[src/rtl/speed_step_gen.sv]
`default_nettype none
// ============================================================================
// Module   : speed_step_gen
// Brief    : Prescaled step counter with four runtime-selectable step periods,
//            up/down direction, wrap or bounce (ping-pong) counting, and
//            registered tick/wrap status pulses.
// Revision : 1.0 - initial release
// ============================================================================
module speed_step_gen #(
  parameter int CNT_W = 6,
  parameter int PRE_W = 26,
  parameter int T0    = 12_500_000,
  parameter int T1    = 25_000_000,
  parameter int T2    = 6_250_000,
  parameter int T3    = 3_125_000
) (
  input  logic             clk,
  input  logic             rst_n,
  input  logic             en,
  input  logic             clr,
  input  logic [1:0]       speed_sel,
  input  logic             dir,
  input  logic             bounce,
  output logic [CNT_W-1:0] cnt,
  output logic             tick,
  output logic             wrap,
  output logic             cur_dir
);

  // Terminal prescaler values (period - 1); Tn <= 2^PRE_W keeps these in range.
  localparam logic [PRE_W-1:0] T0_M1   = PRE_W'(T0 - 1);
  localparam logic [PRE_W-1:0] T1_M1   = PRE_W'(T1 - 1);
  localparam logic [PRE_W-1:0] T2_M1   = PRE_W'(T2 - 1);
  localparam logic [PRE_W-1:0] T3_M1   = PRE_W'(T3 - 1);
  localparam logic [CNT_W-1:0] CNT_MAX = {CNT_W{1'b1}};
  localparam logic [CNT_W-1:0] CNT_ONE = CNT_W'(1);

  logic [PRE_W-1:0] pre_q,  pre_d;
  logic [1:0]       sel_q,  sel_d;
  logic [CNT_W-1:0] cnt_q,  cnt_d;
  logic             tick_q, tick_d;
  logic             wrap_q, wrap_d;
  logic             dir_q,  dir_d;
  logic [PRE_W-1:0] term_w;
  logic             up_w;

  // Terminal count of the currently registered speed selection
  always_comb begin
    term_w = T0_M1;
    case (sel_q)
      2'd0:    term_w = T0_M1;
      2'd1:    term_w = T1_M1;
      2'd2:    term_w = T2_M1;
      default: term_w = T3_M1;
    endcase
  end

  // Next-state: clear > speed change > disabled hold > normal prescale/step
  always_comb begin
    pre_d  = pre_q;
    sel_d  = sel_q;
    cnt_d  = cnt_q;
    dir_d  = dir_q;
    tick_d = 1'b0;
    wrap_d = 1'b0;
    // Bounce mode steers by the internal direction; wrap mode by the port.
    up_w   = bounce ? ~dir_q : ~dir;

    if (clr) begin
      pre_d = '0;
      cnt_d = '0;
      sel_d = speed_sel;
      dir_d = dir;
    end else if (speed_sel != sel_q) begin
      // New period is counted from this edge; no step is taken here.
      sel_d = speed_sel;
      pre_d = '0;
      if (en && !bounce) dir_d = dir;
    end else if (en) begin
      if (!bounce) dir_d = dir;
      // >= rather than == recovers if pre ever lands past the terminal count.
      if (pre_q >= term_w) begin
        pre_d  = '0;
        tick_d = 1'b1;
        if (!bounce) begin
          if (up_w) begin
            cnt_d  = cnt_q + CNT_ONE;
            wrap_d = (cnt_q == CNT_MAX);
          end else begin
            cnt_d  = cnt_q - CNT_ONE;
            wrap_d = (cnt_q == '0);
          end
        end else if (up_w) begin
          if (cnt_q == CNT_MAX) begin
            cnt_d  = CNT_MAX - CNT_ONE;
            dir_d  = 1'b1;
            wrap_d = 1'b1;
          end else begin
            cnt_d = cnt_q + CNT_ONE;
          end
        end else begin
          if (cnt_q == '0) begin
            cnt_d  = CNT_ONE;
            dir_d  = 1'b0;
            wrap_d = 1'b1;
          end else begin
            cnt_d = cnt_q - CNT_ONE;
          end
        end
      end else begin
        pre_d = pre_q + PRE_W'(1);
      end
    end
  end

  // State registers with asynchronous active-low reset
  always_ff @(posedge clk or negedge rst_n) begin
    if (!rst_n) begin
      pre_q  <= '0;
      sel_q  <= 2'd0;
      cnt_q  <= '0;
      tick_q <= 1'b0;
      wrap_q <= 1'b0;
      dir_q  <= 1'b0;
    end else begin
      pre_q  <= pre_d;
      sel_q  <= sel_d;
      cnt_q  <= cnt_d;
      tick_q <= tick_d;
      wrap_q <= wrap_d;
      dir_q  <= dir_d;
    end
  end

  assign cnt     = cnt_q;
  assign tick    = tick_q;
  assign wrap    = wrap_q;
  assign cur_dir = dir_q;

endmodule
`default_nettype wire

[config.mk]
export PLATFORM = sky130hd
export DESIGN_NAME = speed_step_gen
export DESIGN_NICKNAME = d
export VERILOG_FILES = /design/src/rtl/speed_step_gen.sv
export SDC_FILE = /design/constraint.sdc
export NUM_CORES = 1
export LEC_CHECK = 0
export ABC_AREA = 1
export BUFFER_PORTS_ARGS = -buffer_cell sky130_fd_sc_hd__buf_2
export CAP_MARGIN = 10
export CORE_MARGIN = 4
export CORE_UTILIZATION = 65
export CTS_CLUSTER_DIAMETER = 200
export DETAILED_ROUTE_END_ITERATION = 7
export GPL_ROUTABILITY_DRIVEN = 1
export PLACE_DENSITY_LB_ADDON = 0.2
export RECOVER_POWER = 25
export SYNTH_ARGS = -nofsm -noshare
export SYNTH_HDL_FRONTEND = slang
export SYNTH_SLANG_ARGS = --single-unit
[constraint.sdc]
create_clock -name clk -period 3.9 [get_ports clk]
set_input_delay 0.39 -clock clk [delete_from_list [all_inputs] [get_ports clk]]
set_output_delay 0.39 -clock clk [all_outputs]
set_load 0.01 [all_outputs]
* Yosys cells after proc, flatten, opt, wreduce, memory -nomap -nowiden *
Index checks and enable logic that the tools add are counted.

storage, ports and cells
  bits in read-only memories = 0
  output and inout port bits = 9
  bits in latches = 0
  bits in writable memories = 0
  memories = 0
  register bits after elaboration = 37

operators by class
  $mul = 0
  equal/unequal tests = 6
  divide/modulo/power cells = 0
  mux-type cells = 40
  shifts and indexed selects = 0
  add/subtract/negate cells = 3
  reductions and logical operators = 10
  $lt $le $gt $ge = 1
  bitwise gates (word level) = 2

operators by type and width
  cell                     number
  $mux W26                 4
  $pmux W25 S3             1
  $mux W6                  9
  $add A26 B1 Y26 const B  1
  $ge A26 B26 Y1           1
  $mux W1                  24
  $add A6 B1 Y6 const B    1
  $eq A6 B6 Y1 const B     1
  $logic_not A6 Y1         1
  $reduce_bool A2 Y1       3
  $sub A6 B1 Y6 const B    1
  $mux W2                  2
  $ne A3 B2 Y1 const B     1
  $reduce_and A3 Y1        1
  $reduce_bool A3 Y1       1
  $eq A2 B1 Y1 const B     1
  $eq A2 B2 Y1 const B     1
  $logic_not A2 Y1         1
  $ne A2 B2 Y1             1
  $ne A2 B2 Y1 const B     1
  $not A1 Y1               2
  $reduce_and A2 Y1        1
  $logic_and A1 B1 Y1      1
  $logic_not A1 Y1         1

* Longest topological paths before layout *
Gate-level depths: netlist of run 1.

  word-level depth = 8
  depth in mapped cells = 16

* Worst setup path before layout of run 1 *
OpenSTA, ideal clock, no wires.

  kind = flip-flop to flip-flop
  from = register sel_q[0]
  to = register pre_q[15]
  setup time = 0.121 ns
  arrival = 2.119 ns
  period minus slack after synthesis = 2.240 ns
  setup slack = 1.660 ns
  cell stages (with the launch flop) = 15
  required time = 3.779 ns
  path through = dfrtp_1 > inv_1 > ha_1 > inv_1 > ha_1 > nand2_1 > nor3_2 > nand3_1 > nor2_1 > nand2_2 > nand3_4 > inv_2 > a21oi_4 > buf_6 > nor2_1

between the ends
  word-level cells in the longest chain between the ends = 7
  elaborated cells between the ends (all ways) = 11
  classes of those cells = order compare: 1; eq/ne: 3; mux: 5; reduce/logical: 2

ends and longest elaborated chain
  element                                     RTL line  RTL
  from (decl)                                 39        logic [1:0] sel_q, sel_d;
  from (signal assigned)                      127       sel_q <= sel_d;
  $eq A2 B2 Y1, or another cell as far along  50        case (sel_q)
  $pmux W25 S3                                50
  $ge A26 B26 Y1                              82        if (pre_q >= term_w) begin
  $mux W26                                    82
  $mux W26                                    79        end else if (en) begin
  $mux W26                                    74        end else if (speed_sel != sel_q) begin
  $mux W26                                    69        if (clr) begin
  to (signal assigned)                        126       pre_q <= pre_d;
  to (decl)                                   38        logic [PRE_W-1:0] pre_q, pre_d;

Several ways; a longest one is shown, not always the timed one. The select of a mux whose other input is x is not followed.
A chain may end at the register's enable or synchronous reset.

* Worst setup path in the final report of run 1 *
  from = register sel_q[1]
  to = register pre_q[17]

The elaborated chain is that of the path after synthesis.

==> results of run 1 <==
[per-stage QoR]
step                utilization (%)  power, W  cell area, um2  hold slack (ns)  cells
floorplan                         -  0.000475            2980           0.0944    408
global placement               70.3  0.000506            3080            0.514    469
detailed placement             70.3  0.000509            3080            0.517    469
CTS                            72.9  0.000844            3200            0.222    477
global route                   72.9  0.000876            3190            0.237    477
finish                         72.9  0.000840            3190            0.232    477
[state kept, by name (all words and copies together) (netlist names)]
signal   flops
pre_q       26
cnt          6
sel_q        2
cur_dir      1
tick         1
wrap         1
[worst max-delay path by stage]
| stage | start | endpoint | slack (ns) | cells after the start |
|---|---|---|---|---|
| after global placement | sel_q[1] | pre_q[17] | 1.42 | 13 |
| after CTS | sel_q[1] | pre_q[17] | 1.27 | 13 |
| after global routing | sel_q[1] | pre_q[14] | 1.0 | 13 |
| final | sel_q[1] | pre_q[17] | 1.28 | 13 |
| after floorplan | sel_q[0] | pre_q[15] | 1.66 | 14 |
| after detailed placement | sel_q[1] | pre_q[17] | 1.30 | 13 |
[cell families (layout without fill, tap and decap cells)]
kind of cell	after synthesis	after routing	synth area share, %
xor+xnor	23	23	6.76
flops	37	37	31.1
simple gates	224	224	35.2
buf+inv	55	72	7.43
fa+ha+maj	26	26	10.9
compound gates	43	43	8.65
[cell type report]
class	count	area [um2]	share of cell area, %
Clock buffer	5	68.8	2.15
Sequential cell	37	926	29.0
Multi-Input combinational cell	316	1830	57.3
Timing Repair Buffer	16	76.3	2.39
Inverter	48	180	5.64
Clock inverter	3	46.3	1.45
Tap cell	52	65.1	2.04
[where the power goes]
group	switching [W]	internal [W]	total, W
registers	0.00000648	0.000388	0.000394
clock network	0.000148	0.000191	0.000339
logic	0.0000712	0.0000352	0.000106
total	0.000226	0.000614	0.000840
[Yosys cell counts (2+ instances only)]
master    instances
nor4_1            3
nand4_1           8
nand3b_1          2
o21ai_0          11
nor2_1           51
nand2_1         102
a21oi_1           9
o22ai_1           5
nand2_2           3
nor3_2            2
clkbuf_1          2
buf_2             3
inv_2             7
o221ai_1          2
nor3_1           13
nand3_1          27
o21bai_1          4
xnor2_1           7
nand3_4           2
dfrtp_1          37
nor2_4            4
o21ai_1           8
ha_1             26
inv_1            41
xor2_1           16
[layer usage]
layer / global-route usage, % / vias to the layer above
met5: 0 / -
met4: 7.57 / 0
met3: 6.07 / 14
met2: 41.8 / 105
met1: 37.3 / 1243
li1: - / 1364
[critical path, stage by stage (launching register included)]
cell     delay (ns)
dfrtp_1        0.45
inv_1          0.15
ha_1           0.26
inv_1          0.09
ha_1           0.29
inv_1          0.05
nor3_2         0.22
nand3_1        0.13
nor2_1         0.13
nand2_2        0.09
nand3_4        0.12
inv_2          0.09
a21oi_4        0.32
nor2_1         0.09
==> reports/qor.yml, run 1 <==
synthesis:
  synthCells: 408
  synth_cell_types: 38
  synthArstFlopShare_pct: 100
  yosys_warnings: 0
  syn_nets: 442
  yosys.area.top_type: "dfrtp_1"
  syn_avg_cell_area_um2: 7.30
  ys_seq_elements: 37
  synthTopCellsByArea: "dfrtp_1, nand2_1, ha_1"
  yosysTopAreaCellShare_pct: 31.1
  yosysSeqAreaShare_pct: 31.1
  synth_edf_count: 0
  netlist_area_um2: 2980
  ys.flop_type: "dfrtp_1"
clock_network:
  cts_sinks: 37
  tritoncts: "built"
  cts.repair.resized: 0
  cts.clk_slew.worst_paths_ns: 0.08
  cts-hold-fix-buffers: 0
  cts_inserted_buffers: 5
  clock_path_buffers: 2
  clk_latency_ns: 0.30
  cts-root-buf: "clkbuf_8"
  htree_levels: 2
  post-cts-setup-buffers: 0
place:
  gp_congestion: 0.979
  port_buffers: 16
  dpl.hpwl_mm: 5.55
  post-place-ws_ns: 1.30
timing:
  finalCritPeriodShare_pct: 67.2
  finalHoldViolCount: 0
  final.setup.tns_ns: 0
  period_needed_ns: 2.62
  setup_viol: 0
  slew_headroom_pct: -32.1
  rsz0062_at_grt: "false"
  drv_slew: 38
  fmax_ghz: 0.381
  skew_ns: 0.0145
  finalWorstSetupSlack_ns: 1.28
  worstMarginPinSlew_ns: 1.98
floorplan:
  start_util_pct: 68.0
  die_x_um: 75.7
  core_um2: 4380
  die_h_um: 75.7
  rows: 24
  dieArea_um2: 5730
  io-pin-count: 17
worst_setup_path:
  critPathRequiredTime_ns: 4.06
  end_kind: "flip-flop"
  start_kind: "flip-flop"
  worst-r2r-setup-slack_ns: 1.28
  rr_worst_depth: 13
  reg2reg_from: "sel_q[1]"
  worstSetupPathType: "flip-flop to flip-flop"
  worst-path-max-fanout: 12
  arrival_ns: 2.79
  timing.rr.end: "pre_q[17]"
routing:
  antenna_left: 0
  avgRoutedWirePerCell_um: 14.9
  firstDrtPassIters: 5
  wl_met3_um: 564
  vias_per_cell: 5.71
  wl_met1_mm: 3.15
  drt_wl_total_mm: 7.13
  vias: 2726
  drc_errors: 0
  drt_iter0_drc: 265
  wl_met2_mm: 3.29
  highest_layer: "met4"
worst_hold_path:
  worstHoldPathType: "input pin to flip-flop"
  holdPathStages: 1
  min_to: "sel_q[0]"
  hold_start: "speed_sel[0]"
grt:
  track_usage_pct: 26.7
  antenna_found_initial: 0
  grt_max_degree: 38
  grt_pass1_vias: 2448
  grt_overflow: 0
  grt_pass1_wl_mm: 11.5
status:
  outcome: "finished, violations left"
  violations: "capacitance limit, slew limit"
layout:
  mostFrequentLayoutCells: "nand2_1, nor2_1, inv_1, dfrtp_1, nand3_1"
  final_common_cell: "nand2_1"
  syn2layout_area_growth_pct: 7.22
  drive_gt1_share_pct: 10.8
  finalNetCount: 458
  n_fill_cell: 349
  diodes: 0
power_and_ir_drop:
  power_density_nw_per_um2: 263
  ir_drop_mv: 0.270
  p_leak_nw: 1.52
flow_run:
  drv_cap: 1
(Power assumes the default switching activity.)
==> run 2, diff against run 1 <==
CORE_UTILIZATION = 62   (was 65)
clock period = 2.5 ns   (was 3.9 ns; I/O delays follow)
==> reports/qor.yml, run 2 (same netlist as run 1, synthesis figures left out) <==
layout:
  final_common_cell: "nand2_1"
  largest_reg_flops: 26  # unchanged
  seq_area_um2: 927  # +0.14%
  final_util_pct: 76.8  # +3.9 points
  multi_input_area_um2: 1970  # +7.8%
  diodes: 0  # unchanged
  fin_area_um2: 3460  # +8.2%
  regMostFlops: "pre_q"
  drive_gt1_share_pct: 19.2  # +8.4 points
  n_fill_cell: 327  # -6.3%
  finalNetCount: 470  # +2.6%
  mostFrequentLayoutCells: "nand2_1, nor2_1, inv_1, dfrtp_1, nand3_1"
  layout.cells.non_filler: 489  # +2.5%
  syn2layout_area_growth_pct: 16.0
worst_setup_path:
  path_cells: "inv_4 > ha_4 > inv_4 > ha_4 > nand2_4 > nor3_4 > nand4_1 > nor2_1 > nand2_2 > nand3_4 > inv_4 > a21oi_4 > clkbuf_16 > nor2_1"
  slowest_stage: "dfrtp_1"
  rr_worst_depth: 14  # +1
  arrival_ns: 2.69  # -0.10 ns
  crit_buf_inv: 4  # unchanged
  timing.rr.end: "pre_q[12]"
  worst-r2r-setup-slack_ns: -0.02  # -1.29 ns
  end_kind: "flip-flop"
  worst-path-max-fanout: 6  # -6
  max_stage_delay_ns: 0.46  # about the same
  critPathRequiredTime_ns: 2.68  # -1.38 ns
  start_kind: "flip-flop"
  critPathMostFrequentCell: "inv_4"
  cp_top_family: "simple AND/OR/NAND/NOR gates"
  reg2reg_from: "sel_q[1]"
  worstSetupPathType: "flip-flop to flip-flop"
floorplan:
  core_um2: 4500  # +2.7%
  die_h_um: 77.3  # +2.1%
  start_util_pct: 66.1  # -1.8 points
  io-pin-count: 17  # unchanged
  rows: 24  # unchanged
  dieArea_um2: 5980  # +4.3%
  die_x_um: 77.3  # +2.1%
power_and_ir_drop:
  p_leak_nw: 1.59  # +4.1%
  ir_drop_mv: 0.309  # +14%
  p_sw_w: 0.000359  # +59%
  clockPowerShare_pct: 32.6  # -7.8 points
  switching_share_pct: 28.8  # +1.9 points
  power_frac_comb_pct: 18.0  # +5.3 points
  seq_power_share_pct: 49.3  # +2.4 points
  p_int_w: 0.000889  # +45%
  power_density_nw_per_um2: 361  # +37%
clock_network:
  clk_latency_ns: 0.29  # about the same
  cts-hold-fix-buffers: 0  # unchanged
  htree_levels: 2  # unchanged
  tritoncts: "built"
  cts_sinks: 37  # unchanged
  cts.clk_slew.worst_paths_ns: 0.08  # about the same
  clock_path_buffers: 2  # unchanged
  cts-root-buf: "clkbuf_8"
  cts_inserted_buffers: 5  # unchanged
grt:
  grt_overflow: 0  # unchanged
  grt_use_met3_pct: 5.85  # -0.21 points
  antenna_found_initial: 0  # unchanged
  grt_max_degree: 38  # unchanged
  track_usage_pct: 25.9  # -0.86 points
  grt_pass1_vias: 2639  # +7.8%
  grtUsageMet2_pct: 38.3  # -3.5 points
  grt_use_met1_pct: 36.5  # -0.72 points
  grt-busiest-layer: "met2"
  grt_pass1_wl_mm: 12.3  # +7.0%
routing:
  firstDrtPassIters: 6  # +1
  vias: 2813  # +3.2%
  antenna_left: 0  # unchanged
  drc_errors: 0  # unchanged
  avgRoutedWirePerCell_um: 16.5  # +11%
  vias_per_cell: 5.75  # +0.66%
  drt_iter0_drc: 288  # +8.7%
  drt_wl_total_mm: 8.08  # +13%
worst_hold_path:
  worstHoldPathType: "input pin to flip-flop"
  holdPathStages: 1  # unchanged
  min_to: "sel_q[1]"
  hold_start: "speed_sel[1]"
timing:
  finalWorstSetupSlack_ns: -0.0166  # -1.29 ns
  holdWs_ns: 0.0918  # -0.140 ns
  rsz0062_at_grt: "true"
  setup_viol: 5  # +5
  period_needed_ns: 2.52  # -0.106 ns
  skew_ns: 0.0100  # -0.00446 ns
  slew_headroom_pct: -31.5  # +0.60 points
  drv_slew: 38  # unchanged
  worstMarginPinSlew_ns: 1.97  # -0.00898 ns
  finalCritPeriodShare_pct: 101  # +33 points
  fmax_ghz: 0.397  # +4.2%
  finalHoldViolCount: 0  # unchanged
place:
  dpl.hpwl_mm: 5.65  # +1.7%
  post-place-ws_ns: -0.0987  # -1.40 ns
  place_area_um2: 3110  # +0.97%
  port_buffers: 16  # unchanged
  dp.cells: 473  # +0.85%
  gp_congestion: 0.973  # -0.57%
flow_run:
  drv_cap: 1  # unchanged
status:
  violations: "capacitance limit, slew limit, setup timing"
  outcome: "finished, violations left"
## run 2: cell types whose count changed in the layout (fill, tap and decap cells not counted), sizes merged
cell and change:
clkbuf +3, bufinv -1, buf +11, clkinv -1
## run 2: how the worst max path moves through the flow
stage,cells after the start,startpoint,to,slack (ns)
2_1_floorplan,14,sel_q[0],pre_q[15],0.26
3_3_place_gp,13,sel_q[0],pre_q[17],0.06
3_5_place_dp,13,sel_q[0],pre_q[17],-0.1
4_1_cts,14,sel_q[0],cnt[4],0.02
5_1_grt,14,sel_q[1],pre_q[12],-0.11
6_report,14,sel_q[1],pre_q[12],-0.02
## run 2: through the flow
step / power [W] / TNS, ns
after floorplan: 0.000741 / 0
after global placement: 0.000795 / 0
after detailed placement: 0.000799 / -0.946
after CTS: 0.00121 / 0
after global routing: 0.00131 / -2.09
final: 0.00125 / -0.0453
## run 2: final cells by class
class / instances / share of cell area, %
clock buffers: 7 / 2.21
inverters: 48 / 5.50
repair buffers: 28 / 6.26
multi-input cells: 316 / 57.1
clock inverters: 1 / 0.217
flip-flops and latches: 37 / 26.8
well taps: 52 / 1.88
## run 2: routing by layer
metal,up-vias,share of wire [%],wire length (um)
met5,-,0,0
met4,0,1.9,151
met3,14,8.3,670
met2,129,46,3710
met1,1286,44,3550
li1,1384,-,-
## run 2: timing repair
action | CTS | global route
buffers inserted | 1 | 6
setup endpoints to repair | 25 | 30
gates cloned | 0 | 1
pin swaps | 1 | 16
gates resized for setup | 2 | 37
## run 2: power by group through the flow
stage / clock, W / sequential, W / combinational, W
floorplan: 0 / 0.000627 / 0.000114
global placement: 0 / 0.000626 / 0.000168
detailed placement: 0 / 0.000627 / 0.000172
CTS: 0.000418 / 0.000615 / 0.000179
global route: 0.000443 / 0.000616 / 0.000247
finish: 0.000408 / 0.000616 / 0.000225
